**src/rtl/alu_arbiter.sv**
```systemverilog
`timescale 1ns/1ps
// Round-robin arbiter/sequencer that shares one combinational ALU between two
// requesters: accept one op, drive the ALU for a cycle, then hold the response.
module alu_arbiter #(
  parameter int WIDTH    = 32,
  parameter bit RST_PRIO = 1'b0
) (
  input  logic             clk,
  input  logic             rst,
  input  logic             req0_valid,
  output logic             req0_ready,
  input  logic [WIDTH-1:0] req0_a,
  input  logic [WIDTH-1:0] req0_b,
  input  logic [2:0]       req0_ctrl,
  input  logic             req1_valid,
  output logic             req1_ready,
  input  logic [WIDTH-1:0] req1_a,
  input  logic [WIDTH-1:0] req1_b,
  input  logic [2:0]       req1_ctrl,
  output logic             rsp0_valid,
  input  logic             rsp0_ready,
  output logic             rsp1_valid,
  input  logic             rsp1_ready,
  output logic [WIDTH-1:0] rsp_result,
  output logic [3:0]       rsp_flags,
  output logic [WIDTH-1:0] alu_a,
  output logic [WIDTH-1:0] alu_b,
  output logic [2:0]       alu_ctrl,
  input  logic [WIDTH-1:0] alu_result,
  input  logic             alu_z,
  input  logic             alu_n,
  input  logic             alu_v,
  input  logic             alu_c
);

  typedef enum logic [1:0] {IDLE, EXEC, RESP} state_t;

  state_t           state;
  logic [WIDTH-1:0] op_a;
  logic [WIDTH-1:0] op_b;
  logic [2:0]       op_ctrl;
  logic             owner;
  logic             prio;
  logic             grant;
  logic             accept;
  logic             rsp_done;

  // Lone requester wins; on contention the port holding priority wins.
  always_comb begin
    grant = req1_valid;
    if (req0_valid && req1_valid)
      grant = prio;
  end

  // Readies are masked during reset so every output reads zero while rst is high.
  assign req0_ready = !rst && (state == IDLE) && req0_valid && !grant;
  assign req1_ready = !rst && (state == IDLE) && req1_valid && grant;
  assign accept     = req0_ready || req1_ready;
  assign rsp_done   = (rsp0_valid && rsp0_ready) || (rsp1_valid && rsp1_ready);

  assign alu_a    = op_a;
  assign alu_b    = op_b;
  assign alu_ctrl = op_ctrl;

  always_ff @(posedge clk or posedge rst) begin
    if (rst) begin
      state      <= IDLE;
      op_a       <= '0;
      op_b       <= '0;
      op_ctrl    <= '0;
      owner      <= 1'b0;
      prio       <= RST_PRIO;
      rsp_result <= '0;
      rsp_flags  <= '0;
      rsp0_valid <= 1'b0;
      rsp1_valid <= 1'b0;
    end else begin
      case (state)
        IDLE: begin
          if (accept) begin
            op_a    <= grant ? req1_a    : req0_a;
            op_b    <= grant ? req1_b    : req0_b;
            op_ctrl <= grant ? req1_ctrl : req0_ctrl;
            owner   <= grant;
            state   <= EXEC;
          end
        end
        EXEC: begin
          rsp_result <= alu_result;
          rsp_flags  <= {alu_n, alu_z, alu_v, alu_c};
          rsp0_valid <= !owner;
          rsp1_valid <= owner;
          state      <= RESP;
        end
        RESP: begin
          // Priority only rotates once the owner has taken its result.
          if (rsp_done) begin
            rsp0_valid <= 1'b0;
            rsp1_valid <= 1'b0;
            prio       <= !owner;
            state      <= IDLE;
          end
        end
        default: state <= IDLE;
      endcase
    end
  end

endmodule

```
**config.mk**
```make
export PLATFORM = sky130hd
export DESIGN_NAME = alu_arbiter
export DESIGN_NICKNAME = d
export VERILOG_FILES = /design/src/rtl/alu_arbiter.sv
export SDC_FILE = /design/constraint.sdc
export NUM_CORES = 1
export LEC_CHECK = 0
export BUFFER_PORTS_ARGS = -buffer_cell sky130_fd_sc_hd__buf_4
export CORE_AREA = 2 2 108 110
export CTS_CLUSTER_SIZE = 24
export DETAILED_ROUTE_END_ITERATION = 12
export DIE_AREA = 0 0 110 112
export PLACE_DENSITY = 0.78
export SYNTH_ARGS = -nofsm -noshare
export SYNTH_HDL_FRONTEND = slang
export SYNTH_SLANG_ARGS = --single-unit
export TNS_END_PERCENT = 10
```
**constraint.sdc**
```tcl
create_clock -name clk -period 10.9 [get_ports clk]
set_input_delay 2.18 -clock clk [delete_from_list [all_inputs] [get_ports clk]]
set_output_delay 2.18 -clock clk [all_outputs]
set_load 0.05 [all_outputs]
```
; Word-level counts from Yosys, hierarchy flattened
; Cells that the tools add are included.
[op_classes]
n_addsub = 0
mul = 0
n_div = 0
magnitude_cmp = 0
n_eq_ne = 4
shift = 0
n_mux = 10
n_bitwise = 0
n_reduce_logical = 19
[ops]
columns = op, count
row1 = 32-bit 2-to-1 mux, 2
row2 = 1-bit logical AND, 8
row3 = 2-bit AND reduction, 4
row4 = 2-bit one-hot mux with 3 select lines, 1
row5 = 2-bit 2-to-1 mux, 2
row6 = "2-bit != test, second input constant", 2
row7 = 1-bit one-hot mux with 2 select lines, 2
row8 = 1-bit zero test, 3
row9 = 3-bit 2-to-1 mux, 1
row10 = "2-bit by 1-bit equality test with 1-bit output, second input constant", 1
row11 = "2-bit equality test, second input constant", 1
row12 = 2-bit zero test, 1
row13 = 1-bit logical OR, 2
row14 = 1-bit 2-to-1 mux, 2
row15 = 2-bit nonzero test, 1
[word_totals]
register_bits = 109
latch_bits = 0
ram_bits = 0
rom_bits = 0
inputBits = 176
mem_count = 0

; Depth between registers and ports, before layout
[depth]
ltp_word = 7
depth_mapped = 6
depth_no_buf = 3

; Worst setup path before layout
; OpenSTA, ideal clock, no wires.
[synth_timing]
kind = input to output
start = input port req0_valid
end = output port req0_ready
arrival_ps = 4284
required_time_ps = 8720
path_slack_ps = 4436
cell_stages = 5
path_buffers = 3
path_cell_list = a21bo_2 -> buf_2 -> buf_2 -> buf_2 -> nor4_1
[synth_between]
elab_chain_len = 4
[synth_lines]
columns = element, line_no
row1 = "start, declared", 10  ; input logic req0_valid,
row2 = 1-bit logical AND, 51  ; if (req0_valid && req1_valid)
row3 = 1-bit 2-to-1 mux, 51
row4 = 1-bit zero test, 56  ; assign req0_ready = !rst && (state == IDLE) && req0_valid && !grant;
row5 = 1-bit logical AND *, 56
row6 = "end, declared", 11  ; output logic req0_ready,
; Mark *: on every way between the ends. The rest lies on a longest branch, timed or not.

; Worst setup path after layout
; Same ends and word-level chain as after synthesis.

==> impl_metrics.py <==
metrics = {
    "sta": {
        "rsz0062_at_grt": "false",
        "tightest_slew_ns": 1.29,
        "slew_headroom_pct": 13.7,
        "finalSetupTns_ns": 0,
        "fin_crit_ns": 5.88,
        "setup_viol": 0,
        "hold_ws_ns": 0.508,
        "slew_violations": 0,
        "skew_ns": 0.0103,
        "fmax_mhz": 170,
        "finalCritPeriodShare_pct": 54.0,
        "final_hold_viol_count": 0,
    },
    "worst_setup_path": {
        "cpMostUsedCell": "buf_4",
        "critPathTopFamily": "compound AO/OA/AOI/OAI gates",
        "slowest_stage": "a21bo_2",
        "crit_chain": "buf_4, a21bo_2, nor4_1, buf_4",
        "crit_path_end_kind": "primary output",
        "start_kind": "input pin",
        "worstSetupPathType": "input pin to primary output",
        "worstPathMaxFanout": 68,
        "reg2reg_depth": 5,
        "crit_required_ns": 8.72,
        "cp_slowest_stage_delay_ns": 1.03,
        "crit_cells": 4,
        "worstPathArrival_ns": 3.70,
        "worst-path-buf-inv": 2,
    },
    "clocking": {
        "postCtsHoldBufs": 0,
        "h-tree-depth": 3,
        "cts_made_buffers": 9,
        "path_clk_slew_ns": 0.07,
        "clock_sinks": 109,
        "post_cts_buffers": 0,
        "cts.path.max_buffers": 2,
        "root_buffer": "clkbuf_16",
        "cts_tree": "built",
        "cts_resized": 0,
        "insertion_delay_ns": 0.33,
    },
    "placed_design": {
        "dp_hpwl_mm": 10.3,
        "place.port_buffers": 282,
        "placed_cells": 731,
        "place_congestion": 0.845,
    },
    "finish": {
        "drive_above_1_share_pct": 57.5,
        "syn_to_final_growth_pct": 52.8,
        "final_core_util_pct": 63.7,
        "final_cells": 747,
        "fillers": 881,
        "multi_input_area_sq_um": 1750,
        "layout_common_cells": "286 x buf_4, 109 x dfrtp_1, 67 x o32ai_1, 67 x a2bb2oi_1, 37 x mux2_2",
        "n_antenna_cell": 0,
        "layout.nets": 775,
        "seq_area_sq_um": 2730,
        "final_common_cell": "buf_4",
    },
    "global_routing": {
        "antenna_found_initial": 0,
        "first_global_vias": 4323,
        "grtUsageTotal_pct": 22.3,
        "grt_max_degree": 79,
        "grt_pass1_wl_mm": 21.3,
        "overflow": 0,
    },
    "run_status": {
        "status": "finished, final reports clean",
    },
    "route": {
        "antenna_left": 0,
        "drt_iter0_markers": 177,
        "routed_wl_mm": 14.1,
        "drc": 0,
        "vias": 4164,
        "wl_per_cell_microns": 18.9,
        "via_per_inst": 5.57,
        "dr.pass1.iters": 4,
    },
    "floorplan": {
        "design.core.area_sq_um": 11200,
        "ioPinCount": 283,
        "die_area_sq_um": 12300,
        "core.rowCount": 39,
        "die_x_microns": 110,
        "fp.dieH_microns": 112,
        "initial_core_util_pct": 41.7,
    },
    "synthesis": {
        "ys_ff_latch": 109,
        "yosys_most_used_dff": "dfrtp_1",
        "synth_cells": 343,
        "synth-seq-area-share_pct": 58.6,
        "syn_avg_cell_area_sq_um": 13.6,
        "synthArstFlopShare_pct": 100,
        "yosysWarnings": 0,
        "ys_types": 21,
        "synth-edff-count": 0,
        "syn_area_sq_um": 4660,
        "syn-num-nets": 519,
    },
    "power_and_ir_drop": {
        "clockPowerShare_pct": 12.9,
        "finalPower_uw": 2570,
        "peakVddDrop_uv": 242,
        "comb_power_share_pct": 58.5,
        "leakage_uw": 0.00324,
        "internal_power_uw": 1300,
        "switching_share_pct": 49.5,
        "switching_power_uw": 1270,
        "power_density_nw_per_um2": 362,
        "p_seq_share_pct": 28.6,
    },
    "job": {
        "drv_cap": 0,
    },
    "worst_hold_path": {
        "hold_class": "register to register",
        "min_path_cells": 1,
    },
}
## kinds of logic (layout without fill, tap and decap cells)
family                 after synthesis  in the layout  share of synthesized area [%]
AND/OR/NAND/NOR                     11             11                           1.64
flip-flops                         109            109                           58.6
buffers and inverters               44            305                           4.30
multiplexers                        39             39                           9.37
AO/OA/AOI/OAI                      140            140                           26.1
## state kept, by name, summed over array words and instances, names as in the netlist
signal / flops
alu_ctrl: 3
alu_a: 32
rsp1_valid: 1
rsp_result: 32
state: 2
alu_b: 32
rsp_flags: 4
rsp0_valid: 1
owner: 1
prio: 1
## per-layer routing
layer	global-route usage [%]	wire (microns)	part of all wire, %
met1	25.2	5300	38
met2	39.7	7210	51
met3	6.15	1310	9.3
met4	7.76	284	2.0
met5	0	0	0
## power groups by stage
stage	registers (uW)	logic (uW)	clock network, uW
after floorplan	1410	357	0
after global placement	734	1490	0
after detailed placement	737	1520	0
after CTS	738	1520	340
after global routing	763	1560	357
final	737	1510	331
## worst paths after layout
check                                      end            from  slack, ns
worst max-delay path                req0_ready      req0_valid       5.02
worst min-delay path            rsp_result[31]  rsp_result[31]       0.51
worst max register to register        alu_a[4]        state[1]       8.44
worst min register to register  rsp_result[31]  rsp_result[31]       0.51
max in group asynchronous            alu_b[18]             rst       7.75
min in group asynchronous       rsp_result[30]             rst       1.85
## layout make-up
cell class	instances	area share (%)
inverters	3	0.193
multi-input cells	190	24.5
well taps	143	2.51
flip-flops and latches	109	38.3
repair buffers	286	30.2
clock inverters	7	1.12
clock buffers	9	3.16
## cell usage after synthesis, drive strengths merged (2+ instances only)
library cell | count | area [sq um]
mux2i | 2 | 20.0
o32ai | 67 | 587
inv | 3 | 11.3
dfrtp | 109 | 2730
buf | 18 | 103
nor2b | 4 | 25.0
nor2 | 3 | 11.3
a2bb2oi | 67 | 587
clkbuf | 23 | 86.3
mux2 | 37 | 417
## metrics by stage
step / area (sq um) / setup slack (ns)
after detailed placement: 6810 / 5.03
after global routing: 7120 / 4.88
after CTS: 7120 / 5.02
after floorplan: 4660 / 4.44
final: 7120 / 5.02
after global placement: 6810 / 5.13
No activity file was read; power rests on OpenSTA's default activity.
